`src/rtl/mem_port_arbiter.sv`:
```
// Shares one memory-controller port between the instruction-fetch and data ports.
// Data has priority; the instruction port wins after MAX_DATA_RUN consecutive data grants.
module mem_port_arbiter #(
    parameter int unsigned ADDR_W       = 32,
    parameter int unsigned DATA_W       = 32,
    parameter int unsigned MEM_LAT      = 1,
    parameter int unsigned MAX_DATA_RUN = 4
) (
    input  logic              clk,
    input  logic              reset,
    input  logic              i_req,
    input  logic [ADDR_W-1:0] i_addr,
    output logic              i_ack,
    output logic [DATA_W-1:0] i_rdata,
    input  logic              d_req,
    input  logic              d_we,
    input  logic [ADDR_W-1:0] d_addr,
    input  logic [DATA_W-1:0] d_wdata,
    output logic              d_ack,
    output logic [DATA_W-1:0] d_rdata,
    output logic [ADDR_W-1:0] mem_addr,
    output logic              mem_read_en,
    output logic              mem_write_en,
    output logic [DATA_W-1:0] mem_write_val,
    input  logic [DATA_W-1:0] mem_read_val,
    output logic              busy,
    output logic              grant_data
);

    typedef enum logic [1:0] {StIdle, StAccess, StResp} state_e;

    localparam logic [2:0] LatLast = 3'(MEM_LAT - 1);
    localparam logic [3:0] RunMax  = 4'(MAX_DATA_RUN);

    state_e            state_q, state_d;
    logic [2:0]        lat_cnt_q, lat_cnt_d;
    logic [3:0]        run_cnt_q, run_cnt_d;
    logic              owner_q, owner_d;
    logic              we_q, we_d;
    logic [ADDR_W-1:0] addr_q, addr_d;
    logic [DATA_W-1:0] wdata_q, wdata_d;
    logic [DATA_W-1:0] i_rdata_q, i_rdata_d;
    logic [DATA_W-1:0] d_rdata_q, d_rdata_d;
    logic              data_wins;

    assign data_wins = d_req && !(i_req && (run_cnt_q == RunMax));

    always_comb begin
        state_d   = state_q;
        lat_cnt_d = lat_cnt_q;
        run_cnt_d = run_cnt_q;
        owner_d   = owner_q;
        we_d      = we_q;
        addr_d    = addr_q;
        wdata_d   = wdata_q;
        i_rdata_d = i_rdata_q;
        d_rdata_d = d_rdata_q;
        case (state_q)
            StIdle: begin
                if (i_req || d_req) begin
                    state_d   = StAccess;
                    lat_cnt_d = '0;
                    owner_d   = data_wins;
                    if (data_wins) begin
                        addr_d  = d_addr;
                        we_d    = d_we;
                        wdata_d = d_wdata;
                        // The run only counts while the instruction port is actually waiting
                        if (!i_req) begin
                            run_cnt_d = '0;
                        end else if (run_cnt_q != RunMax) begin
                            run_cnt_d = run_cnt_q + 4'd1;
                        end
                    end else begin
                        addr_d    = i_addr;
                        we_d      = 1'b0;
                        wdata_d   = '0;
                        run_cnt_d = '0;
                    end
                end
            end
            StAccess: begin
                if (lat_cnt_q == LatLast) begin
                    state_d = StResp;
                    if (!we_q) begin
                        if (owner_q) begin
                            d_rdata_d = mem_read_val;
                        end else begin
                            i_rdata_d = mem_read_val;
                        end
                    end
                end else begin
                    lat_cnt_d = lat_cnt_q + 3'd1;
                end
            end
            StResp:  state_d = StIdle;
            default: state_d = StIdle;
        endcase
    end

    always_ff @(posedge clk or posedge reset) begin
        if (reset) begin
            state_q   <= StIdle;
            lat_cnt_q <= '0;
            run_cnt_q <= '0;
            owner_q   <= 1'b0;
            we_q      <= 1'b0;
            addr_q    <= '0;
            wdata_q   <= '0;
            i_rdata_q <= '0;
            d_rdata_q <= '0;
        end else begin
            state_q   <= state_d;
            lat_cnt_q <= lat_cnt_d;
            run_cnt_q <= run_cnt_d;
            owner_q   <= owner_d;
            we_q      <= we_d;
            addr_q    <= addr_d;
            wdata_q   <= wdata_d;
            i_rdata_q <= i_rdata_d;
            d_rdata_q <= d_rdata_d;
        end
    end

    // Memory-side outputs decode only from registered state, so reset drops them at once
    always_comb begin
        busy          = (state_q != StIdle);
        mem_addr      = (state_q == StAccess) ? addr_q : '0;
        mem_read_en   = (state_q == StAccess) && !we_q;
        mem_write_en  = (state_q == StAccess) && we_q && (lat_cnt_q == 3'd0);
        mem_write_val = ((state_q == StAccess) && we_q) ? wdata_q : '0;
        i_ack         = (state_q == StResp) && !owner_q;
        d_ack         = (state_q == StResp) && owner_q;
        grant_data    = owner_q;
        i_rdata       = i_rdata_q;
        d_rdata       = d_rdata_q;
    end

endmodule

```
`config.mk`:
```
export PLATFORM = sky130hd
export DESIGN_NAME = mem_port_arbiter
export DESIGN_NICKNAME = d
export VERILOG_FILES = /design/src/rtl/mem_port_arbiter.sv
export SDC_FILE = /design/constraint.sdc
export NUM_CORES = 1
export LEC_CHECK = 0
export CORE_UTILIZATION = 40
export CTS_CLUSTER_SIZE = 25
export DETAILED_ROUTE_END_ITERATION = 16
export PLACE_DENSITY_LB_ADDON = 0.15
export SLEW_MARGIN = 20
export SYNTH_ARGS = -nofsm -noshare
export SYNTH_HDL_FRONTEND = slang
export SYNTH_SLANG_ARGS = --single-unit
```
`constraint.sdc`:
```
create_clock -name clk -period 6.53 [get_ports clk]
set_clock_uncertainty 0.1 [all_clocks]
set_input_delay 1.959 -clock clk [delete_from_list [all_inputs] [get_ports clk]]
set_output_delay 1.959 -clock clk [all_outputs]
set_load 0.01 [all_outputs]
```
==> results of run 1 <==
kinds of logic (layout without fill, tap and decap cells):
logic type	Yosys count	count (layout)	share of synthesized area, %
compound gates	108	108	12.32
fa+ha+maj	4	4	0.8039
buf+inv	60	315	4.180
flops	139	139	55.87
mux	66	66	11.90
simple gates	153	153	14.93
power groups by stage:
stage          Clock (mW)  Combinational (mW)  Sequential, mW
3_5_place_dp            0                1.86            1.52
3_3_place_gp            0                1.82            1.51
2_1_floorplan           0               0.914            1.55
4_1_cts             0.922                1.87            1.52
5_1_grt             0.966                2.02            1.57
6_report            0.906                1.87            1.52
through the flow:
stage               worst slack [ns]  cell area, um2  std cells  power, mW
finish                         1.631            9573        973      4.292
global route                   1.461            9573        973      4.555
CTS                            1.593            9540        972      4.313
detailed placement             2.053            8981        940      3.390
global placement               2.107            8980        940      3.326
floorplan                     0.7465            6226        530      2.463
final cells by class:
cell class / instances / area (um2)
well taps: 188 / 235.2
flip-flops and latches: 139 / 3478
clock inverters: 13 / 116.4
inverters: 7 / 31.28
repair buffers: 276 / 2758
fillers: 1208 / 5629
multi-input cells: 331 / 2511
clock buffers: 19 / 442.9
flip-flops by register name (all words and copies together) (netlist names):
| signal | count |
|---|---|
| lat_cnt_q | 3 |
| addr_q | 32 |
| wdata_q | 32 |
| grant_data | 1 |
| i_rdata | 32 |
| run_cnt_q | 4 |
| we_q | 1 |
| state_q | 2 |
| d_rdata | 32 |
synth_stat cells, types with 3 or more instances:
master,number
dfrtp_1,139
nand3_1,36
o21ai_0,35
and3_1,34
a22o_1,33
and2_1,33
clkbuf_1,32
mux2_1,32
mux2_2,32
nand4_1,32
o211ai_1,32
buf_2,16
inv_1,7
buf_4,4
ha_1,4
nor2_1,3
routing by layer:
| layer | share of wire, % | global-route usage (%) | up-vias |
|---|---|---|---|
| li1 | - | - | 2451 |
| met1 | 41 | 27.08 | 2608 |
| met2 | 49 | 37.08 | 238 |
| met3 | 7.0 | 5.356 | 40 |
| met4 | 2.7 | 9.734 | 0 |
| met5 | 0 | 0 | - |
path summary, 6_finish.rpt:
check / start / to / slack, ns / depth (start not counted)
max in group asynchronous: reset / i_rdata[11] / 3.26 / 3
min reg2reg: d_rdata[18] / d_rdata[18] / 0.39 / 1
min in group asynchronous: reset / d_rdata[23] / 2.02 / 2
min: d_rdata[18] / d_rdata[18] / 0.39 / 1
max reg2reg: state_q[1] / addr_q[26] / 3.97 / 5
max: state_q[1] / busy / 1.63 / 4
==> impl_metrics.json, run 1 <==
{
  "status": "finished clean",
  "cp_slowest_stage_delay_ns": 0.65,
  "share_comb_of_total_power_pct": 43.6,
  "maxSlewHeadroom_pct": 35.97,
  "synthCells": 530,
  "power_switching_mw": 1.443,
  "synth_seq_area_share_pct": 55.87,
  "required_ns": 4.47,
  "final_common_cell": "clkdlybuf4s50_1",
  "ir_drop_v": 0.0002127,
  "maxSlewViolCount": 0,
  "post_drt_wl_per_cell_um": 18.01,
  "grt_max_degree": 105,
  "cts_hold_buf": 0,
  "initial_core_util_pct": 40.95,
  "drc_errors": 0,
  "cts_buffers": 17,
  "area_growth_pct": 53.76,
  "ys_ff_latch": 139,
  "n_antenna_cell": 0,
  "antenna_found_initial": 0,
  "fp.coreArea_um2": 15200,
  "gp_congestion": 0.7585,
  "io_pins": 267,
  "wl_mm": 17.52,
  "utilization_pct": 62.97,
  "swShare_pct": 33.61,
  "power.sequential.fraction_pct": 35.3,
  "critPathTopFamily": "buffers and inverters",
  "crit_path_start_kind": "flop",
  "p_clk_share_pct": 21.1,
  "critPathCaptureType": "primary output",
  "grt_pass1_vias": 5534,
  "hpwl_mm": 11.52,
  "vias_per_cell": 5.485,
  "synthTopCellsByArea": "dfrtp_1 (56%), mux2_1 (5.8%), mux2_2 (5.8%), a22o_1 (4.6%), o211ai_1 (3.9%)",
  "synth_edf_count": 0,
  "cts_sinks": 139,
  "yosys_most_used_dff": "dfrtp_1",
  "cts_tree": "yes",
  "p_int_mw": 2.849,
  "setup_viol": 0,
  "syn_area_um2": 6226,
  "worst_hold_slack_ns": 0.3901,
  "dr_total_vias": 5337,
  "min_period_ns": 4.899,
  "finalNetCount": 909,
  "min_path_type": "flop to flop",
  "setup_tns_ns": 0,
  "p_per_area_nw_per_um2": 448.3,
  "dieArea_um2": 16070,
  "firstDrtPassIters": 4,
  "rsz0062_at_grt": "no",
  "htreeDepth": 4,
  "critPathBufInv": 3,
  "syn_area_per_cell_um2": 11.75,
  "fmax_mhz": 204.1,
  "timing.final.crit_share_pct": 75.02,
  "ys_types": 37,
  "drt-initial-drc-count": 314,
  "layout_common_cells": "clkdlybuf4s50_1 (266), dfrtp_1 (139), nand3_1 (36)",
  "grt_use_total_pct": 22.07,
  "yosysTopAreaCell": "dfrtp_1",
  "syn-num-nets": 667,
  "slowest_stage": "clkdlybuf4s50_1",
  "clk_pin_slew_ns": 0.06,
  "hold_viol": 0,
  "worst_pin_slew_ns": 0.9605,
  "crit_fanout": 68,
  "drv_cap": 0,
  "root_buffer": "clkbuf_16",
  "grt.overflow.total": 0,
  "cp.arrival_ns": 2.84,
  "ys_warn_count": 0,
  "grt_pass1_wl_mm": 27.84,
  "crit_chain": "nor2_4 -> buf_4 -> inv_1 -> clkdlybuf4s50_1",
  "clockBufferDepth": 2,
  "std_cell_rows": 45,
  "ant_nets": 0,
  "die_y_um": 126.8,
  "critPathKind": "flop to primary output",
  "p_leak_nw": 3.982,
  "postCtsSetupBuffers": 0,
  "drive_gt1_share_pct": 10.19,
  "die_width_um": 126.8,
  "synth_top_area_share_pct": 55.87,
  "clock_latency_ns": 0.41,
  "ys_async_sr_fraction_pct": 100.0,
  "cts_resized": 0,
  "port_buffers": 266
}
Power figures use the tool's default switching activity.
==> run 2, diff against run 1 <==
--- a/config.mk
+++ b/config.mk
@@ -5,7 +5,7 @@
 export SDC_FILE = /design/constraint.sdc
 export NUM_CORES = 1
 export LEC_CHECK = 0
-export CORE_UTILIZATION = 40
+export CORE_UTILIZATION = 39
 export CTS_CLUSTER_SIZE = 25
 export DETAILED_ROUTE_END_ITERATION = 16
 export PLACE_DENSITY_LB_ADDON = 0.15
==> constraint.sdc (replaced) <==
create_clock -name clk -period 4.2 [get_ports clk]
set_clock_uncertainty 0.1 [all_clocks]
set_input_delay 1.26 -clock clk [delete_from_list [all_inputs] [get_ports clk]]
set_output_delay 1.26 -clock clk [all_outputs]
set_load 0.01 [all_outputs]
==> run 2 against run 1 <==
Combinational power up 55%. Design area up 0.76%. Largest cell class unchanged. Critical path type unchanged. Core utilization decreased by 0.22 points. Power is 56% higher. Critical path depth did not move. Sequential power is 55% higher. Via count decreased by 1.0%.
==> impl_metrics.json, run 2 (same netlist as run 1, synthesis figures left out) <==
{
  "status": "finished clean",
  "setup.worst_path.start": "state_q[0]",
  "hpwl_mm": 11.73,
  "p_leak_nw": 3.998,
  "postCtsSetupBuffers": 0,
  "post_drt_wl_per_cell_um": 17.33,
  "n_antenna_cell": 0,
  "grt_use_total_pct": 21.80,
  "drc_errors": 0,
  "die_width_um": 128.4,
  "drt-initial-drc-count": 263,
  "cts_tree": "yes",
  "clk_pin_slew_ns": 0.06,
  "cts_sinks": 139,
  "cp.arrival_ns": 2.50,
  "crit_path_start_kind": "flop",
  "min_path_type": "flop to flop",
  "port_buffers": 266,
  "dpl_cell_area_um2": 9070,
  "cts_hold_buf": 0,
  "layout_common_cells": "clkdlybuf4s50_1 (266), dfrtp_1 (139), nand3_1 (36)",
  "critPathKind": "flop to primary output",
  "hold_viol": 0,
  "min_period_ns": 3.858,
  "fillers": 1225,
  "grt_max_degree": 68,
  "clock_latency_ns": 0.41,
  "cts_buffers": 17,
  "grt.overflow.total": 0,
  "critPathCaptureType": "primary output",
  "antenna_found_initial": 0,
  "cts_resized": 0,
  "io_pins": 267,
  "htreeDepth": 4,
  "rsz0062_at_grt": "no",
  "dieArea_um2": 16470,
  "grt_pass1_vias": 5403,
  "clockBufferDepth": 2,
  "vias_per_cell": 5.282,
  "setup_viol": 0,
  "firstDrtPassIters": 6,
  "area_growth_pct": 54.92,
  "reg2reg_from": "state_q[0]",
  "p_per_area_nw_per_um2": 692.1,
  "maxSlewHeadroom_pct": 35.37,
  "maxSlewViolCount": 0,
  "ir_drop_v": 0.0003354,
  "min_from": "d_rdata[31]",
  "utilization_pct": 62.75,
  "drv_cap": 0,
  "std_cell_rows": 45,
  "fmax_mhz": 259.2,
  "worst_pin_slew_ns": 0.9695,
  "setup_tns_ns": 0,
  "finalNetCount": 913,
  "fp.coreArea_um2": 15370,
  "final_common_cell": "clkdlybuf4s50_1",
  "gp_congestion": 0.8035,
  "initial_core_util_pct": 40.50,
  "dr_total_vias": 5282,
  "grt_pass1_wl_mm": 27.71,
  "wl_mm": 17.33,
  "crit_fanout": 27,
  "drive_gt1_share_pct": 10.52,
  "timing.final.crit_share_pct": 91.86,
  "root_buffer": "clkbuf_16",
  "ant_nets": 0,
  "finalInstanceArea_um2": 9646,
  "required_ns": 2.84,
  "die_y_um": 128.4
}
run 2: final cells by class:
type                    instances  area (um2)  area share [%]
multi-input cells             331        2510           26.02
clock inverters                12       113.9           1.180
repair buffers                280        2793           28.95
well taps                     211       264.0           2.737
inverters                       7       30.03          0.3113
flip-flops and latches        139        3478           36.06
clock buffers                  20       456.7           4.735
run 2: per-layer routing:
layer	wire, um	track usage, %	vias up
met5	0	0	-
met4	468	10.03	0
met3	1213	5.114	34
met2	8510	36.12	238
met1	7137	27.10	2559
li1	-	-	2451
run 2: where the power goes:
part	switching (mW)	internal, mW	total [mW]
clock network	0.571	0.850	1.42
registers	0.374	1.98	2.35
logic	1.29	1.62	2.90
total	2.23	4.44	6.68
run 2: worst max-delay path, stage by stage, from the launching register on:
cell and delay (ns):
dfrtp_1 0.51, nor2b_4 0.52, buf_4 0.32, and2_1 0.19, clkdlybuf4s50_1 0.54
run 2: final timing paths:
kind	end	slack, ns	depth (start not counted)
setup / recovery	mem_addr[30]	0.34	4
hold / removal	d_rdata[31]	0.39	1
setup reg to reg	run_cnt_q[1]	2.00	5
hold reg to reg	d_rdata[31]	0.39	1
max in group asynchronous	wdata_q[31]	2.04	3
min in group asynchronous	i_rdata[27]	1.25	2
run 2: per-stage QoR:
step	power, mW	hold slack (ns)	worst slack (ns)	std cells
2_1_floorplan	3.830	0.3644	1.105	530
3_3_place_gp	5.199	0.3709	0.7958	968
3_5_place_dp	5.289	0.3804	0.7505	968
4_1_cts	6.748	0.3938	0.3104	1000
5_1_grt	7.116	0.4059	0.1816	1000
6_report	6.676	0.3872	0.3418	1000
